### config.mk
export PLATFORM = sky130hd
export DESIGN_NAME = fc_stream_loader
export DESIGN_NICKNAME = d
export VERILOG_FILES = /design/src/rtl/fc_stream_loader.sv
export SDC_FILE = /design/constraint.sdc
export NUM_CORES = 1
export LEC_CHECK = 0
export ABC_AREA = 1
export CORE_AREA = 2 2 421 423
export DETAILED_ROUTE_END_ITERATION = 10
export DIE_AREA = 0 0 423 425
export HOLD_SLACK_MARGIN = 0.06
export PLACE_DENSITY = 0.51
export SETUP_SLACK_MARGIN = 0.5
export SLEW_MARGIN = 20
export SYNTH_ARGS = -nofsm -noshare
export SYNTH_HDL_FRONTEND = slang
export SYNTH_SLANG_ARGS = --single-unit
### constraint.sdc
create_clock -name clk -period 1.77 [get_ports clk]
set_input_delay 0.177 -clock clk [delete_from_list [all_inputs] [get_ports clk]]
set_output_delay 0.177 -clock clk [all_outputs]
set_load 0.02 [all_outputs]
### src/rtl/fc_stream_loader.sv
// fc_stream_loader: deserialises an activation stream into the parallel x[] vector
// of a fully-connected layer. It holds x[] for SETTLE cycles while the layer's
// combinational path settles, then registers z_in and returns it on a valid/ready stream.
module fc_stream_loader #(
  parameter int unsigned WIDTH  = 8,
  parameter int unsigned IN     = 128,
  parameter int unsigned OUT_W  = 23,
  parameter int unsigned SETTLE = 2
) (
  input  logic               clk,
  input  logic               rst_n,
  input  logic               s_valid,
  output logic               s_ready,
  input  logic [WIDTH-1:0]   s_data,
  input  logic               s_last,
  output logic [WIDTH-1:0]   x [0:IN-1],
  input  logic [OUT_W-1:0]   z_in,
  output logic               m_valid,
  input  logic               m_ready,
  output logic [OUT_W-1:0]   m_data,
  output logic               frm_err
);

  localparam int unsigned IDX_W = (IN > 1) ? $clog2(IN) : 1;
  localparam int unsigned CNT_W = 4;

  localparam logic [1:0] ST_FILL   = 2'd0;
  localparam logic [1:0] ST_SETTLE = 2'd1;
  localparam logic [1:0] ST_OUT    = 2'd2;

  localparam logic [IDX_W-1:0] IDX_LAST = IDX_W'(IN - 1);
  localparam logic [CNT_W-1:0] CNT_LAST = CNT_W'(SETTLE - 1);

  logic [1:0]       state_q, state_d;
  logic [IDX_W-1:0] idx_q, idx_d;
  logic [CNT_W-1:0] cnt_q, cnt_d;
  logic             m_valid_q, m_valid_d;
  logic [OUT_W-1:0] m_data_q, m_data_d;
  logic             frm_err_q, frm_err_d;
  logic [WIDTH-1:0] x_q [0:IN-1];
  logic             x_wr, x_clr;
  logic             accept;

  assign s_ready = (state_q == ST_FILL);
  assign accept  = s_valid & s_ready;
  assign m_valid = m_valid_q;
  assign m_data  = m_data_q;
  assign frm_err = frm_err_q;
  assign x       = x_q;

  // Next-state and control decode for the fill / settle / output sequence.
  always_comb begin
    state_d   = state_q;
    idx_d     = idx_q;
    cnt_d     = cnt_q;
    m_valid_d = m_valid_q;
    m_data_d  = m_data_q;
    frm_err_d = 1'b0;
    x_wr      = 1'b0;
    x_clr     = 1'b0;
    case (state_q)
      ST_FILL: begin
        if (accept) begin
          x_wr = 1'b1;
          if ((idx_q == IDX_LAST) || s_last) begin
            // Frame closes; a mismatch between beat count and s_last is flagged.
            state_d   = ST_SETTLE;
            cnt_d     = '0;
            frm_err_d = (idx_q == IDX_LAST) ^ s_last;
          end else begin
            idx_d = idx_q + IDX_W'(1);
          end
        end
      end
      ST_SETTLE: begin
        if (cnt_q == CNT_LAST) begin
          state_d   = ST_OUT;
          m_valid_d = 1'b1;
          m_data_d  = z_in;
        end else begin
          cnt_d = cnt_q + CNT_W'(1);
        end
      end
      ST_OUT: begin
        if (m_ready) begin
          state_d   = ST_FILL;
          m_valid_d = 1'b0;
          idx_d     = '0;
          x_clr     = 1'b1;
        end
      end
      default: begin
        state_d = ST_FILL;
      end
    endcase
  end

  // Control and result registers.
  always_ff @(posedge clk or negedge rst_n) begin
    if (!rst_n) begin
      state_q   <= ST_FILL;
      idx_q     <= '0;
      cnt_q     <= '0;
      m_valid_q <= 1'b0;
      m_data_q  <= '0;
      frm_err_q <= 1'b0;
    end else begin
      state_q   <= state_d;
      idx_q     <= idx_d;
      cnt_q     <= cnt_d;
      m_valid_q <= m_valid_d;
      m_data_q  <= m_data_d;
      frm_err_q <= frm_err_d;
    end
  end

  // Activation vector: cleared on result handoff so short frames read zeros in the tail.
  always_ff @(posedge clk or negedge rst_n) begin
    if (!rst_n) begin
      for (int i = 0; i < int'(IN); i++) x_q[i] <= '0;
    end else if (x_clr) begin
      for (int i = 0; i < int'(IN); i++) x_q[i] <= '0;
    end else if (x_wr) begin
      x_q[idx_q] <= s_data;
    end
  end

endmodule

# After elaboration in Yosys (flattened, before gate mapping)
# Index checks and enable logic that the tools add are counted.
classes:
  n_addsub: 2
  n_mul: 0
  n_div: 0
  n_lt_le_gt_ge: 2
  eq_ne: 10
  n_shift: 0
  mux: 28
  n_bitwise: 3
  n_reduce_logical: 12
ops:
  columns: ["cell", "count"]
  rows:
  - ["$mux 1024", 2]
  - ["$bwmux 1024", 1]
  - ["$demux 8 s7", 1]
  - ["$mux 7", 3]
  - ["$pmux 7 s2", 1]
  - ["$mux 4", 3]
  - ["$reduce_and 4->1", 3]
  - ["$mux 1", 9]
  - ["$ge 8x8->1 const B", 1]
  - ["$lt 8x1->1 const B", 1]
  - ["$mux 2", 4]
  - ["$mux 8", 1]
  - ["$ne 2x2->1 const B", 4]
  - ["$not 7->8", 1]
  - ["$pmux 4 s2", 1]
  - ["$reduce_bool 2->1", 4]
  - ["$add 7x1->7 const B", 1]
  - ["$eq 7x7->1 const B", 1]
  - ["$pmux 2 s3", 1]
  - ["$add 4x1->4 const B", 1]
  - ["$eq 4x1->1 const B", 1]
  - ["$ne 2x1->1 const B", 2]
  - ["$reduce_and 3->1", 1]
  - ["$eq 2x1->1 const B", 1]
  - ["other kinds (8)", 8]
totals:
  regBits: 1062
  latch_bits: 0
  mem_bits_rw: 0
  romBits: 0
  input_bits: 36
  mem_count: 0

# Longest topological paths before layout
# Gate-level depths: netlist of run 1.
logic_depth:
  word_depth: 8
  ltp_mapped: 11
  ltp_nobuf: 11

# Least setup slack after synthesis of run 1
# OpenSTA, ideal clock, no wires.
synth_path:
  path_kind: "register to register"
  startpoint: "register idx_q[3]"
  endpoint: "register idx_q[3]"
  setup_ns: 0.127
  t_arrival_ns: 1.619
  t_required_ns: 1.643
  path_slack_ns: 0.024
  path_stages_with_launch: 10
  synth_period_minus_slack_ns: 1.746
  cell_sequence: "dfrtp_1 -> buf_4 -> nand2_2 -> nor2_4 -> nand2_1 -> ha_1 -> nand3_1 -> nand2_1 -> inv_1 -> o21ai_0"
synth_between:
  elab_chain_len: 4
  elab_cells_between_ends: 8
synth_lines:
  columns: ["item", "line", "text"]
  rows:
  - ["from (decl)", "35", "logic [IDX_W-1:0] idx_q, idx_d;"]
  - ["from (signal assigned)", "109", "idx_q <= idx_d;"]
  - ["$add 7x1->7 / $eq 7x7->1 (equally long branches)", "71, 65", null]
  - ["$mux 7 / $logic_or 1x1->1 (equally long branches)", "65", "if ((idx_q == IDX_LAST) || s_last) begin"]
  - ["$mux 7 / $ne 2x2->1 (equally long branches)", null, null]
  - ["$pmux 7 s2 / $reduce_and 4->1 (equally long branches)", null, null]
# Parallel ways exist; a longest one is shown, timed or not. The select of a mux whose other input is x is not followed.
# A chain may end at the register's enable or synchronous reset.

# Worst setup path in the final report of run 1
layout_path:
  startpoint: "register state_q[1]"
  endpoint: "register x_q, in the netlist x[908]"
layout_between:
  elab_chain_len: 5
  elab_cells_between_ends: 8
layout_lines:
  columns: ["item", "line", "text"]
  rows:
  - ["from (decl)", "34", "logic [1:0] state_q, state_d;"]
  - ["from (signal assigned)", "108", "state_q <= state_d;"]
  - ["$logic_not 2->1", "44, 61", null]
  - ["$and 1x1->1", "45", "assign accept = s_valid & s_ready;"]
  - ["$mux 1", "63", "if (accept) begin"]
  - ["$mux 1", "61", "case (state_q)"]
  - ["$reduce_bool 2->1 (no line)", null, null]
  - ["to (signal, indexed assignment)", "124", "x_q[idx_q] <= s_data;"]
  - ["to (decl)", "40", "logic [WIDTH-1:0] x_q [0:IN-1];"]
# Parallel ways exist; a longest one is shown, timed or not.

==> out/metrics.yaml, run 1 <==
drt:
  wl_met3_um: 12700
  drc: 0
  vias_per_cell: 4.72
  final_antenna_net_count: 0
  wl_met2_um: 105000
  wirelength_um: 218000
  met1_length_um: 89400
  drt_first_pass_iters: 5
  top_layer: "met4"
  drtIter0Drc: 3615
  vias: 42300
  post_drt_wl_per_cell_um: 24.3
worst_setup_path:
  required_ns: 2.43
  worst-setup-path-type: "reg2reg"
  cp.arrival_ns: 2.56
  regToRegStartpoint: "state_q[1]"
  path_max_fanout: 7
  worstReg2RegEnd: "x[908]"
  critPathLaunchType: "flip-flop"
  cp-end-kind: "flip-flop"
  rr_worst_depth: 12
  critPathLaunch: "state_q[1]"
  rrSetupSlack_ns: -0.13
floorplan:
  die-area_sq_um: 180000
  pin_count: 1086
  initial_core_util: 0.248
  placementRows: 154
  die_h_um: 425
  core_sq_um: 175000
  die_w_um: 423
placement:
  port_buffers: 1085
  dp.cells: 8506
  post-dp-hpwl_um: 152000
  placed_area_sq_um: 62000
  gp_congestion: 0.886
min_path:
  min_to: "frm_err"
  hold_depth: 4
  hp-class: "in2reg"
  hp-start: "s_valid"
sta:
  slew_headroom: 0.579
  fin_worst_skew_ns: 0.0283
  tightest_slew_ns: 0.631
  finalMaxSlewViolations: 0
  rsz0062_at_grt: "true"
  setup_tns_ns: -21.95
  final.period_utilization: 1.07
  setup_violations: 577
  hold_violations: 0
  postLayoutSetupSlackWorst_ns: -0.127
  fin_crit_ns: 1.90
  fmax_mhz: 527
clock_network:
  cts_root_buffer: "clkbuf_16"
  insertion_delay_ns: 0.77
  numClockSinks: 1062
  cts.clk_slew.worst_paths_ns: 0.06
  numCtsBuffers: 120
  cts_max_level: 3
  cts_buffer_depth: 3
  cts_tree: "built"
logic_synthesis:
  synth-seq-cells: 1062
  synth_nets: 4924
  seq_area_frac_synth: 0.612
  ys.flop_type: "dfrtp_1"
  syn_area_sq_um: 43400
  synth_edf_count: 0
  syn_avg_cell_area_sq_um: 8.89
  yosysUniqueCellTypes: 25
  yosys_warnings: 0
  async_flop_share: 1.00
  synthCells: 4884
cells_and_area:
  fin_cells: 8959
  nFillCells: 17600
  final_core_util: 0.399
  final_common_cell: "nand2_1"
  layout_common_cells: "2,050 x nand2_1, 1,043 x dfrtp_1, 967 x nand3_1, 689 x dlygate4sd2_1, 420 x buf_6"
  final_area_sq_um: 70000
  drive_above_1_share: 0.257
  nets: 6555
  syn_to_final_growth_pct: 61.3
power_and_ir_drop:
  power.density_nw_per_um2: 1160
  max-vdd-ir-drop_mv: 0.861
  p_leak_uw: 0.0394
status:
  violations: "negative setup slack"
  status: "finished with violations"
global_routing:
  antenna_found_initial: 8
  grt_pass1_wl_um: 294000
  grt_pass1_vias: 40000
  grt_start_max_net_pins: 101
  globalRouteTotalUtil: 0.222
  overflow: 0
job:
  cap_viol_max_count: 0
how the worst max path moves through the flow:
stage / cells past startpoint / endpoint / slack (ns)
6_report: 12 / x[908] / -0.13
2_1_floorplan: 10 / idx_q[6] / 0.21
3_3_place_gp: 8 / x[487] / -0.46
4_1_cts: 4 / s_ready / -0.15
3_5_place_dp: 8 / x[431] / -0.45
5_1_grt: 11 / x[378] / -0.21
critical path, cell delays in order, from the launching register on:
cell and delay (ns):
dfrtp_1 0.40, inv_2 0.07, buf_6 0.10, nand2_4 0.04, nor2_4 0.15, buf_6 0.12
buf_12 0.15, buf_12 0.15, buf_12 0.15, nand3_4 0.16, buf_6 0.18, nand3_2 0.05
nand2_1 0.06
sequential cells by signal, indices dropped and copies added, names as in the netlist:
name,flops
x,1024
m_data,23
idx_q,7
cnt_q,4
state_q,2
frm_err,1
m_valid,1
where the power goes:
part,leakage (uW),internal [uW],switching [uW]
Combinational,0.0227,10100,16200
Sequential,0.0147,26800,1970
Clock,0.00205,15200,10900
Total,0.0394,52100,29100
per-layer routing:
metal / vias to the layer above / track usage
li1: 19200 / -
met2: 1537 / 0.369
met1: 21200 / 0.281
met4: 0 / 0.101
met3: 361 / 0.0395
met5: - / 0
metrics by stage:
stage,power [uW],setup WS (ns),hold slack (ns)
after CTS,78600,-0.146,0.0831
after global placement,52000,-0.459,0.103
after detailed placement,52100,-0.447,0.104
final,81200,-0.127,0.167
after global routing,84300,-0.213,0.139
after floorplan,38700,0.215,-0.119
cell families after synthesis:
group | Yosys count | share of synthesized area
AND/OR/NAND/NOR | 3339 | 0.340
AO/OA/AOI/OAI | 34 | 0.00395
adder cells (fa/ha/maj) | 4 | 0.00115
flip-flops | 1062 | 0.612
buffers and inverters | 444 | 0.0428
XOR/XNOR | 1 | 0.000202
cell usage after synthesis, types with 5 or more instances:
| master | instances | share of area |
|---|---|---|
| nand3_1 | 1061 | 0.12 |
| nand2_1 | 2113 | 0.18 |
| nor2_2 | 5 | 0.00072 |
| dfrtp_1 | 1062 | 0.61 |
| o21ai_0 | 29 | 0.0033 |
| nor2_4 | 15 | 0.0039 |
| nand2_2 | 9 | 0.0013 |
| buf_2 | 83 | 0.0096 |
| buf_4 | 9 | 0.0016 |
| nand3_2 | 115 | 0.027 |
| buf_1 | 43 | 0.0037 |
| buf_6 | 7 | 0.0018 |
| clkbuf_1 | 111 | 0.0096 |
| inv_1 | 69 | 0.0060 |
| nor2_1 | 16 | 0.0014 |
| inv_2 | 118 | 0.010 |
final cells by class:
class / instances / area [sq um] / area share
Antenna cell: 5 / 12.5 / 0.000179
Clock buffer: 172 / 3550 / 0.0507
Clock inverter: 49 / 562 / 0.00802
Inverter: 191 / 1140 / 0.0163
Multi-Input combinational cell: 3403 / 16900 / 0.241
Sequential cell: 1062 / 26600 / 0.380
Tap cell: 2340 / 2930 / 0.0418
Timing Repair Buffer: 1737 / 18400 / 0.262
what timing repair did:
| item | in CTS | in global routing |
|---|---|---|
| endpoints found under the hold margin | 1078 | 0 |
| resized for setup | 3158 | 387 |
| setup endpoints to repair | 2112 | 2112 |
| hold buffers | 18 | 0 |
| cloned | 2 | 57 |
| setup buffers | 102 | 48 |
| pin swaps | 9 | 112 |
(Power assumes the default switching activity.)
==> inputs of run 2 (changes only) <==
--- a/config.mk
+++ b/config.mk
@@ -12,6 +12,7 @@
 export HOLD_SLACK_MARGIN = 0.06
 export PLACE_DENSITY = 0.51
 export SETUP_SLACK_MARGIN = 0.5
+export SKIP_LAST_GASP = 1
 export SLEW_MARGIN = 20
 export SYNTH_ARGS = -nofsm -noshare
 export SYNTH_HDL_FRONTEND = slang
==> run 2 against run 1 <==
The flow still finishes with violations (negative setup slack). Fmax increased by 0.81%. Wire length increased by 1.4%. Via count decreased by 0.34%. Non-clock buffer count decreased by 1. Total power decreased by 0.56%. Die area unchanged. Critical path depth unchanged. Sequential power about the same. Global-route usage about the same. Critical endpoint is now x[895]. Highest routed layer unchanged.
==> out/metrics.yaml, run 2 (same netlist as run 1, synthesis figures left out) <==
worst_setup_path:
  path_common_cell: "buf_12"
  critPathBufInv: 7  # unchanged
  path_max_fanout: 7  # unchanged
  crit_family: "buffers and inverters"  # unchanged
  rrSetupSlack_ns: -0.11  # was -0.13 ns
  cp_slowest_cell: "dfrtp_1"  # unchanged
  worst-setup-path-type: "reg2reg"  # unchanged
  cp-end-kind: "flip-flop"  # unchanged
  path_cells: "inv_2 -> buf_6 -> nand2_4 -> nor2_4 -> buf_6 -> buf_12 -> buf_12 -> buf_12 -> buf_4 -> nand3_2 -> nand3_1 -> nand2_1"  # was inv_2 -> buf_6 -> nand2_4 -> nor2_4 -> buf_6 -> buf_12 -> buf_12 -> buf_12 -> nand3_4 -> buf_6 -> nand3_2 -> nand2_1
  critPathLaunchType: "flip-flop"  # unchanged
  required_ns: 2.43  # about the same
  max_stage_delay_ns: 0.40  # about the same
  cp.arrival_ns: 2.54  # was 2.56 ns
cells_and_area:
  layout_common_cells: "2,058 x nand2_1, 1,045 x dfrtp_1, 1,011 x nand3_1, 689 x dlygate4sd2_1, 394 x buf_6"  # was 2,050 x nand2_1, 1,043 x dfrtp_1, 967 x nand3_1, 689 x dlygate4sd2_1, 420 x buf_6
  nets: 6548  # was 6,555
  largest_reg_flops: 1024  # unchanged
  final_common_cell: "nand2_1"  # unchanged
  drive_above_1_share: 0.247  # was 0.257
  final_core_util: 0.397  # was 0.399
  syn_to_final_growth_pct: 60.1  # was 61.3%
floorplan:
  initial_core_util: 0.248  # unchanged
  die_h_um: 425  # unchanged
  die-area_sq_um: 180000  # unchanged
  die_w_um: 423  # unchanged
  core_sq_um: 175000  # unchanged
  placementRows: 154  # unchanged
  pin_count: 1086  # unchanged
job:
  cap_viol_max_count: 0  # unchanged
sta:
  fin_crit_ns: 1.88  # was 1.90 ns
  rsz0062_at_grt: "true"  # unchanged
  fmax_mhz: 531  # was 527 MHz
  slew_headroom: 0.579  # about the same
  hold_violations: 0  # unchanged
  final.period_utilization: 1.06  # was 1.07
  postLayoutSetupSlackWorst_ns: -0.112  # was -0.127 ns
  tightest_slew_ns: 0.631  # about the same
  finalMaxSlewViolations: 0  # unchanged
  fin_worst_skew_ns: 0.0296  # was 0.0283 ns
  setup_violations: 673  # was 577
clock_network:
  cts_buffer_depth: 3  # unchanged
  cts_tree: "built"  # unchanged
  cts_max_level: 3  # unchanged
  insertion_delay_ns: 0.77  # about the same
  numCtsBuffers: 120  # unchanged
  numClockSinks: 1062  # unchanged
  cts_root_buffer: "clkbuf_16"  # unchanged
  cts.clk_slew.worst_paths_ns: 0.06  # about the same
global_routing:
  grt_pass1_vias: 40000  # about the same
  overflow: 0  # unchanged
  antenna_found_initial: 8  # unchanged
  grt_start_max_net_pins: 101  # unchanged
  globalRouteTotalUtil: 0.222  # about the same
  grt_pass1_wl_um: 294000  # about the same
power_and_ir_drop:
  pwr-share-clk: 0.324  # was 0.322
  p_leak_uw: 0.0395  # was 0.0394 uW
  max-vdd-ir-drop_mv: 0.866  # was 0.861 mV
  switching_share: 0.358  # was 0.359
  power.density_nw_per_um2: 1160  # about the same
  p_int_uw: 51800  # was 52,100 uW
  seqPwrFrac: 0.355  # was 0.354
  power.total_uw: 80800  # was 81,200 uW
  combPwrFrac: 0.321  # was 0.324
  p_sw_uw: 29000  # was 29,100 uW
drt:
  drtIter0Drc: 3685  # was 3,615
  drc: 0  # unchanged
  drt_first_pass_iters: 5  # unchanged
  wirelength_um: 221000  # was 218,000 um
  vias_per_cell: 4.71  # was 4.72
  vias: 42100  # was 42,300
  post_drt_wl_per_cell_um: 24.7  # was 24.3 um
  final_antenna_net_count: 0  # unchanged
placement:
  gp_congestion: 0.886  # unchanged
  dpl_worst_slack_ns: -0.447  # unchanged
  port_buffers: 1085  # unchanged
  post-dp-hpwl_um: 152000  # unchanged
min_path:
  hp-class: "in2reg"  # unchanged
status:
  status: "finished with violations"  # unchanged
  violations: "negative setup slack"  # unchanged
## run 2: final timing paths
| check | endpoint | cells past startpoint | from |
|---|---|---|---|
| max | x[895] | 12 | state_q[1] |
| min | m_data[21] | 3 | z_in[21] |
| max reg2reg | x[895] | 12 | state_q[1] |
| min reg2reg | m_valid | 2 | m_valid |
| max in group asynchronous | x[834] | 3 | rst_n |
| min in group asynchronous | x[108] | 3 | rst_n |
## run 2: worst register-to-register path: stages, from the launching register on
cell and delay, ns:
dfrtp_1 0.40, inv_2 0.07, buf_6 0.10, nand2_4 0.04, nor2_4 0.13, buf_6 0.12
buf_12 0.15, buf_12 0.16, buf_12 0.15, buf_4 0.14, nand3_2 0.15, nand3_1 0.11
nand2_1 0.06
## run 2: repair_timing
action,CTS,global route
hold buffers,19,0
gates resized for setup,3115,287
setup buffers,102,34
pin swaps,1,53
setup endpoints to repair,2112,2112
endpoints found under the hold margin,1079,0
cloned,2,63
## run 2: final cells by class
type,count,area [sq um]
antenna,6,15.0
tap,2340,2930
multi-input combinational,3396,16400
timing repair buffer,1736,18400
clock inverter,49,562
fill,17700,106000
sequential,1062,26600
clock buffer,172,3550
inverter,191,1050
timing repair inverter,1,11.3
## run 2: through the flow
step / cells / hold slack, ns / area, sq um / TNS (ns)
6_report: 8953 / 0.172 / 69500 / -25.60
5_1_grt: 8951 / 0.168 / 69500 / -105.28
4_1_cts: 8850 / 0.0980 / 66800 / -72.58
3_5_place_dp: 8506 / 0.104 / 62000 / -292.02
3_3_place_gp: 8506 / 0.103 / 62000 / -301.18
2_1_floorplan: 4884 / -0.119 / 44500 / 0
## run 2: routing by layer
layer | wire [um] | vias to the layer above | global-route usage
li1 | - | 19100 | -
met1 | 89400 | 21100 | 0.281
met2 | 106000 | 1504 | 0.368
met3 | 13500 | 398 | 0.0396
met4 | 11900 | 0 | 0.103
met5 | 0 | - | 0
## run 2: power by group through the flow
stage | Sequential (uW) | Combinational [uW] | Clock, uW
finish | 28700 | 25900 | 26100
global placement | 28900 | 23000 | 0
global route | 28900 | 27200 | 27700
floorplan | 31400 | 7350 | 0
CTS | 28700 | 23100 | 26800
detailed placement | 29000 | 23200 | 0
